[src/rtl/simple_split_2.sv]
// simple_split_2: one valid/ready input stream split into two buffered lanes.
// Accepted words alternate between lane 1 and lane 2 unless lock1 pins
// them all to lane 1. Each lane has its own first-word-fall-through FIFO.

module simple_split_2_fifo #(
  parameter int WIDTH = 6,
  parameter int DEPTH = 4
) (
  input  logic             clk,
  input  logic             rst,
  input  logic             push,
  input  logic [WIDTH-1:0] push_data,
  input  logic             pop_ready,
  output logic             full,
  output logic             valid,
  output logic [WIDTH-1:0] head
);

  localparam int AW = $clog2(DEPTH);

  logic [WIDTH-1:0] mem [DEPTH];
  logic [AW-1:0]    wr_ptr;
  logic [AW-1:0]    rd_ptr;
  logic [AW:0]      count;
  logic             do_push;
  logic             do_pop;

  // A full lane refuses a push even when it is popped in the same cycle,
  // so the input-side ready never depends on the consumer's ready.
  assign full    = (count == (AW+1)'(DEPTH));
  assign valid   = (count != '0);
  assign do_push = push & ~full;
  assign do_pop  = pop_ready & valid;
  assign head    = mem[rd_ptr];

  // Pointer and occupancy bookkeeping; pointers wrap naturally at DEPTH.
  always_ff @(posedge clk or posedge rst) begin
    if (rst) begin
      wr_ptr <= '0;
      rd_ptr <= '0;
      count  <= '0;
    end else begin
      if (do_push) wr_ptr <= wr_ptr + 1'b1;
      if (do_pop)  rd_ptr <= rd_ptr + 1'b1;
      case ({do_push, do_pop})
        2'b10:   count <= count + 1'b1;
        2'b01:   count <= count - 1'b1;
        default: count <= count;
      endcase
    end
  end

  // Storage write.
  // NOTE: the data array has no reset; valid is derived from count, so
  // stale entries are never visible and the array can map to plain RAM.
  always_ff @(posedge clk) begin
    if (do_push) mem[wr_ptr] <= push_data;
  end

endmodule

module simple_split_2 #(
  parameter int WIDTH = 6,
  parameter int DEPTH = 4,
  parameter int CW    = 8
) (
  input  logic             clk,
  input  logic             rst,
  input  logic             in1_valid,
  output logic             in1_ready,
  input  logic [WIDTH-1:0] in1,
  input  logic             lock1,
  output logic             out1_valid,
  input  logic             out1_ready,
  output logic [WIDTH-1:0] out1,
  output logic             out2_valid,
  input  logic             out2_ready,
  output logic [WIDTH-1:0] out2,
  output logic             sel,
  output logic [CW-1:0]    word_cnt
);

  typedef enum logic {
    LANE1 = 1'b0,
    LANE2 = 1'b1
  } lane_t;

  lane_t state;
  lane_t target;
  logic  full1;
  logic  full2;
  logic  target_full;
  logic  accept;

  // Lock overrides the steering state; only the target lane gates ready.
  assign target      = lock1 ? LANE1 : state;
  assign target_full = (target == LANE1) ? full1 : full2;
  assign in1_ready   = ~rst & ~target_full;
  assign accept      = in1_valid & in1_ready;
  assign sel         = state;

  // Steering FSM: toggle on each unlocked accept, fall back to LANE1 when locked.
  // NOTE: sequential state uses non-blocking assignments so every register
  // samples pre-edge values regardless of statement order.
  always_ff @(posedge clk or posedge rst) begin
    if (rst) begin
      state <= LANE1;
    end else if (accept) begin
      if (lock1) state <= LANE1;
      else       state <= (state == LANE1) ? LANE2 : LANE1;
    end
  end

  // Accepted-word counter, wraps modulo 2^CW.
  always_ff @(posedge clk or posedge rst) begin
    if (rst)         word_cnt <= '0;
    else if (accept) word_cnt <= word_cnt + 1'b1;
  end

  simple_split_2_fifo #(.WIDTH(WIDTH), .DEPTH(DEPTH)) u_lane1 (
    .clk       (clk),
    .rst       (rst),
    .push      (accept && (target == LANE1)),
    .push_data (in1),
    .pop_ready (out1_ready),
    .full      (full1),
    .valid     (out1_valid),
    .head      (out1)
  );

  simple_split_2_fifo #(.WIDTH(WIDTH), .DEPTH(DEPTH)) u_lane2 (
    .clk       (clk),
    .rst       (rst),
    .push      (accept && (target == LANE2)),
    .push_data (in1),
    .pop_ready (out2_ready),
    .full      (full2),
    .valid     (out2_valid),
    .head      (out2)
  );

endmodule

[config.mk]
export PLATFORM = sky130hd
export DESIGN_NAME = simple_split_2
export DESIGN_NICKNAME = d
export VERILOG_FILES = /design/src/rtl/simple_split_2.sv
export SDC_FILE = /design/constraint.sdc
export NUM_CORES = 1
export LEC_CHECK = 0
export BUFFER_PORTS_ARGS = -buffer_cell sky130_fd_sc_hd__buf_2
export CORE_MARGIN = 3
export CORE_UTILIZATION = 55
export CTS_CLUSTER_SIZE = 24
export DETAILED_ROUTE_END_ITERATION = 8
export MAX_ROUTING_LAYER = met4
export PLACE_DENSITY = 0.76
export SETUP_SLACK_MARGIN = 0.1
export SYNTH_ARGS = -nofsm -noshare
export SYNTH_HDL_FRONTEND = slang
export SYNTH_SLANG_ARGS = --single-unit
[constraint.sdc]
create_clock -name clk -period 2.75 [get_ports clk]
set_input_delay 0.55 -clock clk [delete_from_list [all_inputs] [get_ports clk]]
set_output_delay 0.55 -clock clk [all_outputs]
set_load 0.1 [all_outputs]
==> results of run 1 <==
## cell type report
cell class | count | area, um^2 | area share
Sequential cell | 71 | 2018 | 0.5771
Multi-Input combinational cell | 87 | 947.2 | 0.2708
Timing Repair Buffer | 37 | 190.2 | 0.05438
Clock buffer | 10 | 127.6 | 0.03649
Tap cell | 70 | 87.58 | 0.02504
Clock inverter | 5 | 73.82 | 0.02111
Inverter | 14 | 52.55 | 0.01503
## path summary, 6_finish.rpt
| path | slack (ns) | endpoint |
|---|---|---|
| worst max-delay path | 0.36 | out2[0] |
| min in group clk | 0.49 | word_cnt[7] |
| worst min-delay path | 0.34 | u_lane2.count[0] |
| max in group asynchronous | 2.16 | sel |
| worst min register to register | 0.49 | word_cnt[7] |
| worst max register to register | 0.47 | u_lane1.count[2] |
## cells by family after synthesis
kind of cell	Yosys count	share of synthesized area
compound gates	9	0.02895
xor+xnor	19	0.05422
fa+ha+maj	13	0.05789
buf+inv	21	0.03506
flops	71	0.6572
mux	17	0.1052
simple gates	29	0.06156
## worst register-to-register path, stage by stage, from the launching register on
cell     delay (ns)
dfrtp_1        0.41
or3b_1         0.40
and4_4         0.27
inv_1          0.08
ha_1           0.17
inv_1          0.06
fa_1           0.37
xor2_1         0.16
nor2_1         0.12
xor2_1         0.17
## layer usage
metal / wire (um) / vias up / share of wire
met5: 0 / - / 0
met4: 126 / 0 / 0.025
met3: 279 / 14 / 0.054
met2: 2673 / 56 / 0.52
met1: 2043 / 821 / 0.40
li1: - / 733 / -
## stage by stage
stage               hold WS [ns]  setup slack [ns]  instance area [um^2]  cells  utilization
floorplan                 0.4458            0.2094                  3073    179            -
global placement          0.4659            0.5668                  3296    279       0.6292
detailed placement        0.4627            0.4487                  3296    279       0.6292
CTS                       0.3388            0.3123                  3497    294       0.6677
global route              0.3613            0.2536                  3497    294       0.6677
finish                    0.3421            0.3635                  3497    294       0.6677
## placed cells by master, fill, tap and decap left out, types with 2 or more instances in the layout
master / instances
fa_1: 2
bufinv_16: 2
nand2_1: 5
inv_1: 14
buf_2: 35
buf_4: 2
o21ai_2: 2
nor2_1: 4
edfxtp_1: 48
xor2_1: 6
dfrtp_1: 22
o21ai_0: 2
clkbuf_8: 9
mux4_2: 12
o2111ai_1: 3
xnor2_1: 13
mux2_1: 2
mux2i_1: 3
clkinv_2: 2
and2_1: 6
and2_2: 4
ha_1: 11
## flip-flops by register name (all words and copies together) (netlist names)
register,cells
word_cnt,8
u_lane1.wr_ptr,2
u_lane1.count,3
u_lane2.count,3
sel,1
u_lane2.mem,24
u_lane2.wr_ptr,2
u_lane2.rd_ptr,2
u_lane1.mem,24
u_lane1.rd_ptr,2
==> qor.csv, run 1 <==
stage,metric,value,unit
floorplan,ios,36,
timing,max-slew-margin-rel,0.6727,
outcome,status,"complete, no violations",
critical_path,rr_worst_depth,9,
clocking,post_cts_resize_count,0,
global_route,gr-usage-met2,0.3195,
yosys,yosysTopAreaCell,edfxtp_1,
critical_path,critPathCaptureType,output port,
clocking,clkLatencyLatePin,0.32,ns
flow_run,maxCapViolations,0,
detailed_routing,post_drt_wl_per_cell,17.42,um
detailed_routing,drt_iter0_drc,131,
clocking,postCtsSetupBuffers,0,
finish,fill_cells,375,
finish,nNetsFinal,245,
timing,post-route-period-util,0.8678,
global_route,grt-ovfl-total,0,
clocking,h-tree-depth,3,
global_route,busiest_layer,met2,
detailed_routing,drcViolationCount,0,
detailed_routing,dr.pass1.iters,4,
floorplan,start_util,0.5860,
global_route,grt.met3_usage,0.03475,
yosys,synth_edf_count,48,
critical_path,crit_type,flip-flop to output port,
placed_design,gp_congestion,0.8408,
placed_design,dpl.hpwl,3657,um
critical_path,crit_buf_inv,1,
global_route,grt_pass1_wl,8618,um
detailed_routing,drtAntennaViolNets,0,
global_route,grt_start_max_net_pins,24,
finish,area_delta_synth_final,13.94,%
global_route,grt_usage,0.1874,
clocking,holdBufCountCts,0,
finish,layout-drive-gt1-share,0.3393,
detailed_routing,routed_wl,5122,um
yosys,avgSynthCellArea,17.15,um^2
critical_path,r2r-start,u_lane1.count[0],
timing,min_period,2.387,ns
critical_path,cpPeakStageDelay,0.63,ns
critical_path,crit_path_top_delay_cell,dfrtp_1,
clocking,clock-sinks,71,
floorplan,die_y,80.70,um
clocking,cts_made_buffers,9,
floorplan,core-area,5238,um^2
timing,rsz0062_at_grt,no,
detailed_routing,via_per_inst,5.524,
clocking,cts_tree,done,
critical_path,crit_start,u_lane2.rd_ptr[0],
min_path,hp-class,primary input to asynchronous set/reset pin,
yosys,synth_top_area_share,0.4696,
clocking,clock_path_buffers,2,
yosys,ys_seq_area_frac,0.6572,
detailed_routing,num_vias,1624,
timing,drv_slew,0,
critical_path,worst-endpoint-arrival,1.84,ns
timing,setup_viol,0,
yosys,yosysUniqueCellTypes,32,
yosys,synth_area_leaders,"edfxtp_1 47%, dfrtp_1 19%, mux4_2 8.8%",
yosys,synthCells,179,
timing,final_hold_viol_count,0,
critical_path,cp_num_cells,2,
critical_path,critPathRequiredTime,2.20,ns
finish,diodes,0,
critical_path,start_kind,flip-flop,
floorplan,die_x,80.70,um
yosys,syn_nets,204,
clocking,clk_pin_slew,0.07,ns
yosys,yosys_warnings,0,
yosys,async_flop_share,0.3239,
placed_design,io_buffers,35,
critical_path,critPathTopFamily,flip-flops,
yosys,ys.flop_type,edfxtp_1,
global_route,antenna_found_initial,0,
yosys,yosys-top-cells-count,"48 x edfxtp_1, 23 x dfrtp_1, 14 x inv_1",
timing,max_freq,419.0,MHz
timing,max_slew.worst_pin.slew,0.4944,ns
floorplan,die-area,6512,um^2
floorplan,fp-row-count,26,
global_route,grt_pass1_vias,1758,
yosys,yosysMostFrequentCell,edfxtp_1,
global_route,use_met1,0.2162,
clocking,root_buffer,clkbuf_8,
critical_path,worstPathCellList,"mux4_2, buf_2",
critical_path,worstPathMaxFanout,8,
yosys,ys_ff_latch,71,
yosys,netlist_area,3069,um^2
timing,skew,0.006540,ns
timing,finalSetupTns,0,ns
Power of run 1 is left out: the tool's default activity adds up to more than one toggle a clock period on the data nets, which glitch-free logic cannot reach.
==> run 2: changes to the inputs <==
Settings changed: PLACE_DENSITY 0.76 to 0.74.
==> run 2 against run 1 <==
Setup slack worse by 0.016 ns. Critical path depth is the same. Clock-buffer cell count decreased by 1. Die area is the same.
==> qor.csv, run 2 (synthesis gave the netlist of run 1 again) <==
stage,metric,value,unit,change
outcome,status,"complete, no violations",,unchanged
critical_path,crit_path_top_delay_cell,dfrtp_1,,unchanged
timing,finalSetupTns,0,ns,unchanged
floorplan,die_y,80.70,um,unchanged
global_route,antenna_found_initial,0,,unchanged
min_path,hp-class,primary input to asynchronous set/reset pin,,unchanged
clocking,root_buffer,clkbuf_8,,unchanged
floorplan,start_util,0.5860,,unchanged
detailed_routing,drt_iter0_drc,124,,was 131
floorplan,die_x,80.70,um,unchanged
clocking,h-tree-depth,3,,unchanged
finish,layout-drive-gt1-share,0.3467,,was 0.3393
critical_path,worstPathCellList,"mux4_2, buf_2",,unchanged
timing,drv_slew,0,,unchanged
timing,post-route-period-util,0.8738,,was 0.8678
detailed_routing,drcViolationCount,0,,unchanged
finish,final_common_cell,edfxtp_1,,unchanged
floorplan,core-area,5238,um^2,unchanged
detailed_routing,dr.pass1.iters,4,,unchanged
global_route,grt_pass1_vias,1745,,was 1758
timing,max_freq,416.2,MHz,was 419.0 MHz
placed_design,gp_congestion,0.8229,,was 0.8408
clocking,post_cts_resize_count,0,,unchanged
clocking,holdBufCountCts,0,,unchanged
timing,setup_viol,0,,unchanged
detailed_routing,via_per_inst,5.400,,was 5.524
critical_path,critPathRequiredTime,2.20,ns,about the same
timing,max_slew.worst_pin.slew,0.4925,ns,was 0.4944 ns
detailed_routing,num_vias,1593,,was 1624
finish,largestRegisters,"u_lane1.mem (24), u_lane2.mem (24), word_cnt (8)",,unchanged
clocking,clk_pin_slew,0.07,ns,about the same
timing,max-slew-margin-rel,0.6739,,was 0.6727
critical_path,crit_type,flip-flop to output port,,unchanged
clocking,clkLatencyLatePin,0.33,ns,was 0.32 ns
critical_path,worst-endpoint-arrival,1.85,ns,was 1.84 ns
timing,min_period,2.403,ns,was 2.387 ns
detailed_routing,routed_wl,5104,um,was 5122 um
clocking,clock_path_buffers,2,,unchanged
finish,diodes,0,,unchanged
finish,area_delta_synth_final,13.49,%,was 13.94%
critical_path,r2r_slack,0.43,ns,was 0.47 ns
global_route,grt_usage,0.1870,,was 0.1874
critical_path,worstPathMaxFanout,8,,unchanged
critical_path,start_kind,flip-flop,,unchanged
detailed_routing,post_drt_wl_per_cell,17.30,um,was 17.42 um
global_route,grt_start_max_net_pins,24,,unchanged
critical_path,critPathCaptureType,output port,,unchanged
clocking,clock-sinks,71,,unchanged
critical_path,cpPeakStageDelay,0.62,ns,was 0.63 ns
clocking,cts_made_buffers,9,,unchanged
critical_path,crit_buf_inv,1,,unchanged
finish,mostFrequentLayoutCells,"48 x edfxtp_1, 35 x buf_2, 22 x dfrtp_1, 14 x inv_1, 13 x xnor2_1",,unchanged
clocking,cts_tree,done,,unchanged
critical_path,crit_start,u_lane1.rd_ptr[0],,was u_lane2.rd_ptr[0]
flow_run,maxCapViolations,0,,unchanged
global_route,grt-ovfl-total,0,,unchanged
timing,rsz0062_at_grt,no,,unchanged
critical_path,critPathTopFamily,flip-flops,,unchanged
floorplan,die-area,6512,um^2,unchanged
placed_design,dpl.hpwl,3833,um,was 3657 um
finish,nNetsFinal,245,,unchanged
clocking,postCtsSetupBuffers,0,,unchanged
timing,skew,0.003418,ns,was 0.006540 ns
timing,final_hold_viol_count,0,,unchanged
critical_path,r2r-start,u_lane1.count[0],,unchanged
floorplan,ios,36,,unchanged
placed_design,io_buffers,35,,unchanged
floorplan,fp-row-count,26,,unchanged
detailed_routing,drtAntennaViolNets,0,,unchanged
global_route,grt_pass1_wl,8542,um,was 8618 um
==> run 2: worst min-delay path, delay by kind of cell <==
| family | cells | cell delay, ns |
|---|---|---|
| buffers and inverters | 3 | 0.52 |
==> run 2: stage by stage <==
| step | area [um^2] | worst slack (ns) | hold WS, ns | cells | util |
|---|---|---|---|---|---|
| after floorplan | 3073 | 0.2094 | 0.4458 | 179 | - |
| after global placement | 3296 | 0.5635 | 0.4645 | 279 | 0.6292 |
| after detailed placement | 3296 | 0.4539 | 0.4668 | 279 | 0.6292 |
| after CTS | 3483 | 0.3106 | 0.3454 | 295 | 0.6651 |
| after global routing | 3483 | 0.2273 | 0.3865 | 295 | 0.6651 |
| final | 3483 | 0.3471 | 0.3394 | 295 | 0.6651 |
==> run 2: per-layer routing <==
| layer | global-route usage | share of wire | wire (um) |
|---|---|---|---|
| met2 | 0.3179 | 0.54 | 2744 |
| met4 | 0.07601 | 0.014 | 74 |
| met1 | 0.2204 | 0.40 | 2040 |
| met3 | 0.03475 | 0.048 | 245 |
| met5 | - | 0 | 0 |
==> run 2: path summary, 6_finish.rpt <==
path,to,cells past startpoint
max,out1[1],2
min,word_cnt[1],3
max reg2reg,u_lane1.count[2],9
min reg2reg,word_cnt[7],1
max in group asynchronous,sel,3
min in group clk,word_cnt[7],1
==> run 2: final cells by class <==
type / instances / area [um^2]
inverter: 14 / 52.55
timing repair buffer: 37 / 190.2
fill: 382 / 1754
clock inverter: 7 / 63.81
clock buffer: 9 / 123.9
multi-input combinational: 87 / 947.2
tap: 70 / 87.58
sequential: 71 / 2018
Power of run 2 is left out for the same reason.
